## config.mk

```make
export PLATFORM = sky130hd
export DESIGN_NAME = rle_pair_feeder_flat
export DESIGN_NICKNAME = d
export VERILOG_FILES = /design/src/rtl/rle_feeder_pkg.sv /design/src/rtl/rle_pair_feeder_if.sv /design/src/rtl/rle_bit_buffer.sv /design/src/rtl/rle_pair_feeder.sv /design/src/flat_wrapper.sv
export SDC_FILE = /design/constraint.sdc
export NUM_CORES = 1
export LEC_CHECK = 0
export BUFFER_PORTS_ARGS = -buffer_cell sky130_fd_sc_hd__buf_4
export CAP_MARGIN = 20
export CELL_PAD_IN_SITES_DETAIL_PLACEMENT = 1
export CELL_PAD_IN_SITES_GLOBAL_PLACEMENT = 2
export CORE_UTILIZATION = 31
export CTS_CLUSTER_DIAMETER = 40
export DETAILED_ROUTE_END_ITERATION = 6
export GPL_TIMING_DRIVEN = 0
export PLACE_DENSITY = 0.87
export SYNTH_ARGS = -nofsm -noshare
export SYNTH_HDL_FRONTEND = slang
export SYNTH_SLANG_ARGS = --single-unit
```

## constraint.sdc

```tcl
create_clock -name clk -period 1.97 [get_ports clk]
set_input_delay 0.394 -clock clk [delete_from_list [all_inputs] [get_ports clk]]
set_output_delay 0.394 -clock clk [all_outputs]
set_load 0.03 [all_outputs]
```

## src/rtl/rle_feeder_pkg.sv

```systemverilog
// Shared widths and FSM encoding for the run-length decompressor's pair feeder.
package rle_feeder_pkg;
    localparam int WORD_W = 16;
    localparam int CODE_W = 3;
    localparam int PAIR_W = 2 * CODE_W;
    localparam int BUF_W  = WORD_W + PAIR_W - 1;
    localparam int CNT_W  = 16;
    localparam int HELD_W = $clog2(BUF_W + 1);

    typedef enum logic [1:0] {
        IDLE,
        RUN,
        FINISH
    } state_t;
endpackage

```

## src/rtl/rle_pair_feeder_if.sv

```systemverilog
// Word input stream and code-pair output stream of the pair feeder.
interface rle_pair_feeder_if;
    import rle_feeder_pkg::*;

    logic [WORD_W-1:0] word_in;
    logic              word_valid;
    logic              word_ready;
    logic [CODE_W-1:0] in1;
    logic [CODE_W-1:0] in2;
    logic              pair_valid;
    logic              pair_ready;

    modport master (
        output word_in, word_valid, pair_ready,
        input  word_ready, in1, in2, pair_valid
    );

    modport slave (
        input  word_in, word_valid, pair_ready,
        output word_ready, in1, in2, pair_valid
    );
endinterface

```

## src/rtl/rle_bit_buffer.sv

```systemverilog
// Left-aligned bit accumulator: words are appended just below the held bits,
// pairs are taken from the top.
module rle_bit_buffer
    import rle_feeder_pkg::*;
(
    input  logic              clk,
    input  logic              rst_n,
    input  logic              push,
    input  logic              pop,
    input  logic              clear,
    input  logic [WORD_W-1:0] word,
    output logic [PAIR_W-1:0] head,
    output logic [HELD_W-1:0] held
);
    logic [BUF_W-1:0]  bits;
    logic [BUF_W-1:0]  word_ext;
    logic [HELD_W-1:0] shamt;

    // Push only happens with held < PAIR_W, so the shift never goes negative.
    assign shamt    = HELD_W'(BUF_W - WORD_W) - held;
    assign word_ext = BUF_W'(word) << shamt;
    assign head     = bits[BUF_W-1 -: PAIR_W];

    always_ff @(posedge clk or negedge rst_n) begin
        if (!rst_n) begin
            bits <= '0;
            held <= '0;
        end else if (clear) begin
            bits <= '0;
            held <= '0;
        end else if (push) begin
            bits <= bits | word_ext;
            held <= held + HELD_W'(WORD_W);
        end else if (pop) begin
            // Zero fill keeps the unused tail clean for the OR-append.
            bits <= bits << PAIR_W;
            held <= held - HELD_W'(PAIR_W);
        end
    end
endmodule

```

## src/rtl/rle_pair_feeder.sv

```systemverilog
// Pair feeder: slices compressed words into {in1,in2} code pairs, counts the
// stream length, drops tail padding and pulses stream_done.
module rle_pair_feeder
    import rle_feeder_pkg::*;
(
    input  logic              clk,
    input  logic              rst_n,
    input  logic              start,
    input  logic [CNT_W-1:0]  pair_count,
    rle_pair_feeder_if.slave  bus,
    output logic              busy,
    output logic              stream_done,
    output logic [HELD_W-1:0] bits_held
);
    state_t            state, state_nxt;
    logic [CNT_W-1:0]  pairs_to_load;
    logic              push, pop, clear, word_ready;
    logic              pair_valid;
    logic [CODE_W-1:0] in1, in2;
    logic [PAIR_W-1:0] head;

    assign bus.word_ready = word_ready;
    assign bus.pair_valid = pair_valid;
    assign bus.in1        = in1;
    assign bus.in2        = in2;

    rle_bit_buffer u_buf (
        .clk   (clk),
        .rst_n (rst_n),
        .push  (push),
        .pop   (pop),
        .clear (clear),
        .word  (bus.word_in),
        .head  (head),
        .held  (bits_held)
    );

    always_ff @(posedge clk or negedge rst_n) begin
        if (!rst_n) state <= IDLE;
        else        state <= state_nxt;
    end

    always_comb begin
        state_nxt   = state;
        word_ready  = 1'b0;
        push        = 1'b0;
        pop         = 1'b0;
        clear       = 1'b0;
        busy        = 1'b0;
        stream_done = 1'b0;
        case (state)
            IDLE: begin
                if (start) state_nxt = (pair_count == '0) ? FINISH : RUN;
            end
            RUN: begin
                busy       = 1'b1;
                word_ready = (bits_held < HELD_W'(PAIR_W)) && (pairs_to_load != '0);
                push       = word_ready && bus.word_valid;
                pop        = (bits_held >= HELD_W'(PAIR_W)) && (pairs_to_load != '0)
                             && (!pair_valid || bus.pair_ready);
                // Last pair leaving the output register ends the stream.
                if ((pairs_to_load == '0) && pair_valid && bus.pair_ready)
                    state_nxt = FINISH;
            end
            FINISH: begin
                stream_done = 1'b1;
                clear       = 1'b1;
                state_nxt   = IDLE;
            end
            default: state_nxt = IDLE;
        endcase
    end

    always_ff @(posedge clk or negedge rst_n) begin
        if (!rst_n) begin
            pairs_to_load <= '0;
            pair_valid    <= 1'b0;
            in1           <= '0;
            in2           <= '0;
        end else begin
            if (state == IDLE && start) pairs_to_load <= pair_count;
            else if (pop)               pairs_to_load <= pairs_to_load - CNT_W'(1);

            if (pop) begin
                pair_valid <= 1'b1;
                in1        <= head[PAIR_W-1 -: CODE_W];
                in2        <= head[CODE_W-1:0];
            end else if (bus.pair_ready) begin
                pair_valid <= 1'b0;
            end
        end
    end
endmodule

```

## src/flat_wrapper.sv

```systemverilog
// flat-port wrapper written by rule: the top's interface ports become plain ports
module rle_pair_feeder_flat import rle_feeder_pkg::*;
  (clk, rst_n, start, pair_count, busy, stream_done, bits_held, bus_word_in, bus_word_valid, bus_pair_ready, bus_word_ready, bus_in1, bus_in2, bus_pair_valid);
  rle_pair_feeder_if bus_i ();
  input  logic clk;
  input  logic rst_n;
  input  logic start;
  input  logic [CNT_W-1:0] pair_count;
  output logic busy;
  output logic stream_done;
  output logic [HELD_W-1:0] bits_held;
  input wire logic [$bits(bus_i.word_in)-1:0] bus_word_in;
  input wire logic [$bits(bus_i.word_valid)-1:0] bus_word_valid;
  input wire logic [$bits(bus_i.pair_ready)-1:0] bus_pair_ready;
  output wire logic [$bits(bus_i.word_ready)-1:0] bus_word_ready;
  output wire logic [$bits(bus_i.in1)-1:0] bus_in1;
  output wire logic [$bits(bus_i.in2)-1:0] bus_in2;
  output wire logic [$bits(bus_i.pair_valid)-1:0] bus_pair_valid;
  assign bus_i.word_in = bus_word_in;
  assign bus_i.word_valid = bus_word_valid;
  assign bus_i.pair_ready = bus_pair_ready;
  assign bus_word_ready = bus_i.word_ready;
  assign bus_in1 = bus_i.in1;
  assign bus_in2 = bus_i.in2;
  assign bus_pair_valid = bus_i.pair_valid;
  rle_pair_feeder u_core (.clk(clk), .rst_n(rst_n), .start(start), .pair_count(pair_count), .bus(bus_i), .busy(busy), .stream_done(stream_done), .bits_held(bits_held));
endmodule
```

==> out/summary.txt <==
GRT
------------------------------------------------------------------------------------------------------
Overall Global Routing Usage                                                                     21.5%
Total grt overflow                                                                                   0
Largest net degree at the start of global routing                                                   51
Antenna violations before repair                                                                     0
First-pass GRT wire length                                                                    16800 um
Number of global-route vias before repair                                                         3142

POWER AND IR DROP
------------------------------------------------------------------------------------------------------
Fraction of power consumed by sequential logic                                                   23.6%
Internal power summed over all cells                                                           4510 uW
NetSw                                                                                          3820 uW
Fraction of power consumed by the clock network                                                   9.5%
Power share of the combinational group                                                           66.9%
Leakage component of the power                                                              0.00196 uW
Power density relative to cell area                                                       1800 mW/mm^2
Worst supply voltage drop on vdd                                                              0.575 mV
Net switching fraction of the power                                                              45.9%

ROUTE
------------------------------------------------------------------------------------------------------
Antenna violation net count after detailed routing                                                   0
DR vias/cell                                                                                      5.63
Drt total wl                                                                                  12000 um
Violation count after the first detailed-routing iteration                                         182
DRC violation count after routing                                                                    0
TritonRoute pass-1 iters                                                                             4
Vias after detailed routing                                                                       3150
Detailed-route wire length per cell                                                            21.4 um

FLOORPLAN
------------------------------------------------------------------------------------------------------
Initial Utilization                                                                              32.5%
I/O pin total                                                                                       52
Chip width                                                                                      101 um
Core area                                                                                 0.00942 mm^2
Die height                                                                                      101 um
Die footprint                                                                              0.0103 mm^2
Standard-cell row count                                                                             35

CLOCKING
------------------------------------------------------------------------------------------------------
CTS HTree Levels                                                                                     2
CTS Hold Buffers Added                                                                               0
Clock tree root driver cell                                                               sky130_fd_sc_hd__clkbuf_8
TritonCTS Buffers                                                                                    5
Later-pin clock latency in the skew report                                                     0.32 ns
CTS tree                                                                                          done
CTS sink cnt                                                                                        50
Clock transition at the register clock pins on the worst setup and hold paths after CTS        0.10 ns
Clock Tree Buf Depth                                                                                 2

LAYOUT
------------------------------------------------------------------------------------------------------
Layout net count                                                                                   469
Post-route non-filler standard cell count                                                          560
Layout overhead on the synthesized area                                                          51.0%
Diodes inserted                                                                                      0
Utilization after layout                                                                         49.1%
Ratio of cells with drive above 1 in the final layout                                            45.7%

STA
------------------------------------------------------------------------------------------------------
Headroom to the max-slew limit                                                                   46.1%
Setup-violating endpoint count in the final report                                                  44
Period utilization                                                                                113%
Period minus WS final                                                                          2.22 ns
Maximum clock rate                                                                             451 MHz
Worst setup skew after layout                                                                0.0123 ns
Unrepaired setup endpoints after global routing                                                   true
Pins Over Slew Limit                                                                                 0
Final worst slack                                                                            -0.248 ns
Transition time at the pin with the least slew margin                                         0.809 ns
Final hold violation count                                                                           0

SETUP PATH
------------------------------------------------------------------------------------------------------
R2R Path End                                                                              u_core.pairs_to_load[9]$_DFFE_PN0P_
Max Fanout on Critical Path                                                                          3
CP Launch Point                                                                           u_core.pairs_to_load[13]$_DFFE_PN0P_
Critical Path AT                                                                               1.82 ns
Startpoint class of the critical path                                                             flop
Critical Path RT                                                                               1.58 ns
Type of the worst setup path                                                                reg -> out
Nature of the critical path endpoint                                                      primary output
Cell count of the worst reg-to-reg path                                                              8
Startpoint of the lowest-slack register-to-register path                                  u_core.pairs_to_load[6]$_DFFE_PN0P_
Register-to-register setup slack                                                              -0.18 ns

PLACE
------------------------------------------------------------------------------------------------------
Instance count after placement with tap cells included                                             517
Total half-perimeter wirelength after legalization and detailed placement                      7170 um
Port Buf Inserts                                                                                    50
Routability congestion estimate from global placement                                            0.883

LOGIC SYNTHESIS
------------------------------------------------------------------------------------------------------
Share of synthesized registers carrying an async set or reset                                     100%
Cell area after synthesis                                                                 0.00306 mm^2
Cell count after synthesis                                                                         338
Count of flip-flops with a built-in enable after synthesis                                           0
Post-synthesis net count                                                                           377
Synthesized area per cell                                                                    9.05 um^2
Most used DFF post-synth                                                                  sky130_fd_sc_hd__dfrtp_1
Number of register bits inferred by synthesis                                                       50
Distinct cells, synth                                                                               54
Fraction of the yosys area taken by sequential cells                                             40.9%
Count of yosys warnings during synthesis                                                             0

STATUS
------------------------------------------------------------------------------------------------------
Result of the run                                                                         finished with violations
Violated checks                                                                           setup timing

MIN PATH
------------------------------------------------------------------------------------------------------
Class of the most critical hold timing path                                                in -> async

JOB
------------------------------------------------------------------------------------------------------
Max-cap violations                                                                                   0

sequential cells by signal (all words and copies together) (netlist names):
register	cells
u_core.u_buf.bits	21
u_core.pairs_to_load	16
u_core.u_buf.held	4
u_core.bus.in1	3
u_core.bus.in2	3
u_core.state	2
u_core.bus.pair_valid	1
timing repair:
item | CTS | global route
pin swaps | 9 | 33
setup buffers | 22 | 9
gates cloned | 4 | 2
setup endpoints to repair | 45 | 49
resized for setup | 44 | 96
synthesized netlist by cell type, types with 3 or more instances:
master	number	area [um^2]
sky130_fd_sc_hd__and4_1	3	26.3
sky130_fd_sc_hd__nand2b_1	5	31.3
sky130_fd_sc_hd__nand4_1	3	18.8
sky130_fd_sc_hd__a21oi_1	30	150
sky130_fd_sc_hd__a221o_1	5	50.1
sky130_fd_sc_hd__a21o_1	3	22.5
sky130_fd_sc_hd__and2_1	3	18.8
sky130_fd_sc_hd__o21ai_0	31	155
sky130_fd_sc_hd__dfrtp_1	50	1250
sky130_fd_sc_hd__mux2i_1	20	200
sky130_fd_sc_hd__a211oi_1	6	45.0
sky130_fd_sc_hd__nor2b_1	3	18.8
sky130_fd_sc_hd__mux2_2	4	45.0
sky130_fd_sc_hd__inv_1	9	33.8
sky130_fd_sc_hd__nor2_1	18	67.6
sky130_fd_sc_hd__buf_2	8	40.0
sky130_fd_sc_hd__nor3_1	10	50.1
sky130_fd_sc_hd__clkbuf_1	10	37.5
sky130_fd_sc_hd__xnor2_1	8	70.1
sky130_fd_sc_hd__o311ai_0	3	26.3
sky130_fd_sc_hd__nand3_1	12	60.1
sky130_fd_sc_hd__nand2_1	41	154
sky130_fd_sc_hd__nor4_1	8	50.1
power groups by stage:
stage / Combinational, uW / Sequential [uW] / Clock (uW)
floorplan: 2390 / 2010 / 0
global placement: 3530 / 1860 / 0
detailed placement: 3610 / 1890 / 0
CTS: 4480 / 1860 / 797
global route: 5900 / 2010 / 836
finish: 5570 / 1970 / 793
worst max-delay path, stage by stage (launching register included):
cell and delay [ns]:
sky130_fd_sc_hd__dfrtp_1 0.42, sky130_fd_sc_hd__or2_2 0.40, sky130_fd_sc_hd__nor3_4 0.21, sky130_fd_sc_hd__buf_6 0.15, sky130_fd_sc_hd__a21oi_4 0.06, sky130_fd_sc_hd__and2_4 0.14, sky130_fd_sc_hd__buf_6 0.13
metrics by stage:
stage / setup WS [ns] / hold slack, ns / TNS, ns / instance area, um^2 / total power, uW
detailed placement: -0.309 / 0.464 / -6.73 / 3630 / 5490
floorplan: -0.0325 / 0.0984 / -0.102 / 3090 / 4400
finish: -0.248 / 0.104 / -4.06 / 4620 / 8330
global route: -0.315 / 0.151 / -6.11 / 4620 / 8750
CTS: -0.233 / 0.134 / -2.99 / 4170 / 7130
global placement: -0.290 / 0.454 / -6.16 / 3630 / 5390
cell families after synthesis:
group / count (synthesis) / synth area share, %
AND/OR/NAND/NOR: 123 / 21.1
AO/OA/AOI/OAI: 95 / 19.7
flip-flops: 50 / 40.9
buffers and inverters: 32 / 5.36
multiplexers: 26 / 9.48
XOR/XNOR: 9 / 2.58
adder cells (fa/ha/maj): 2 / 0.818
other: 1 / 0.123
metal layers:
metal / track usage, % / routed length, um / up-vias
met4: 5.35 / 145 / 0
met5: 0 / 0 / -
met2: 36.7 / 6140 / 82
li1: - / - / 1423
met3: 2.42 / 395 / 17
met1: 29.1 / 5300 / 1628
final cells by class:
| cell class | count | area [um^2] |
|---|---|---|
| inverter | 9 | 33.8 |
| clock inverter | 1 | 30.0 |
| multi-input combinational | 257 | 2060 |
| tap | 129 | 161 |
| sequential | 50 | 1250 |
| clock buffer | 7 | 86.3 |
| buffer | 21 | 183 |
| fill | 1063 | 4790 |
| timing repair buffer | 86 | 811 |
worst max-delay path by stage:
stage / slack, ns / depth (start not counted) / endpoint
after floorplan: -0.03 / 7 / u_core.pairs_to_load[13]$_DFFE_PN0P_
after CTS: -0.23 / 6 / bus_word_ready
after detailed placement: -0.31 / 6 / u_core.u_buf.bits[14]$_DFFE_PN0P_
after global routing: -0.31 / 6 / bus_word_ready
final: -0.25 / 6 / bus_word_ready
after global placement: -0.29 / 6 / u_core.u_buf.bits[20]$_DFFE_PN0P_
cells in the final DEF, fill, tap and decap left out, types with 6 or more instances in the layout:
master                     Yosys  routed
sky130_fd_sc_hd__nor4_1        8       7
sky130_fd_sc_hd__buf_6         2      13
sky130_fd_sc_hd__mux2i_1      20      17
sky130_fd_sc_hd__nand3_1      12       7
sky130_fd_sc_hd__a21oi_1      30      17
sky130_fd_sc_hd__dfrtp_1      50      47
sky130_fd_sc_hd__nand2_1      41      31
sky130_fd_sc_hd__nor2_1       18      16
sky130_fd_sc_hd__clkbuf_1     10       6
sky130_fd_sc_hd__clkbuf_8      0       6
sky130_fd_sc_hd__o21ai_2       0       7
sky130_fd_sc_hd__o21ai_0      31      18
sky130_fd_sc_hd__buf_8         1       7
sky130_fd_sc_hd__nor3_1       10       9
sky130_fd_sc_hd__xnor2_1       8       7
sky130_fd_sc_hd__nand2_2       0       7
sky130_fd_sc_hd__a21oi_2       2      12
sky130_fd_sc_hd__buf_4         2      70
(Power assumes the default switching activity.)
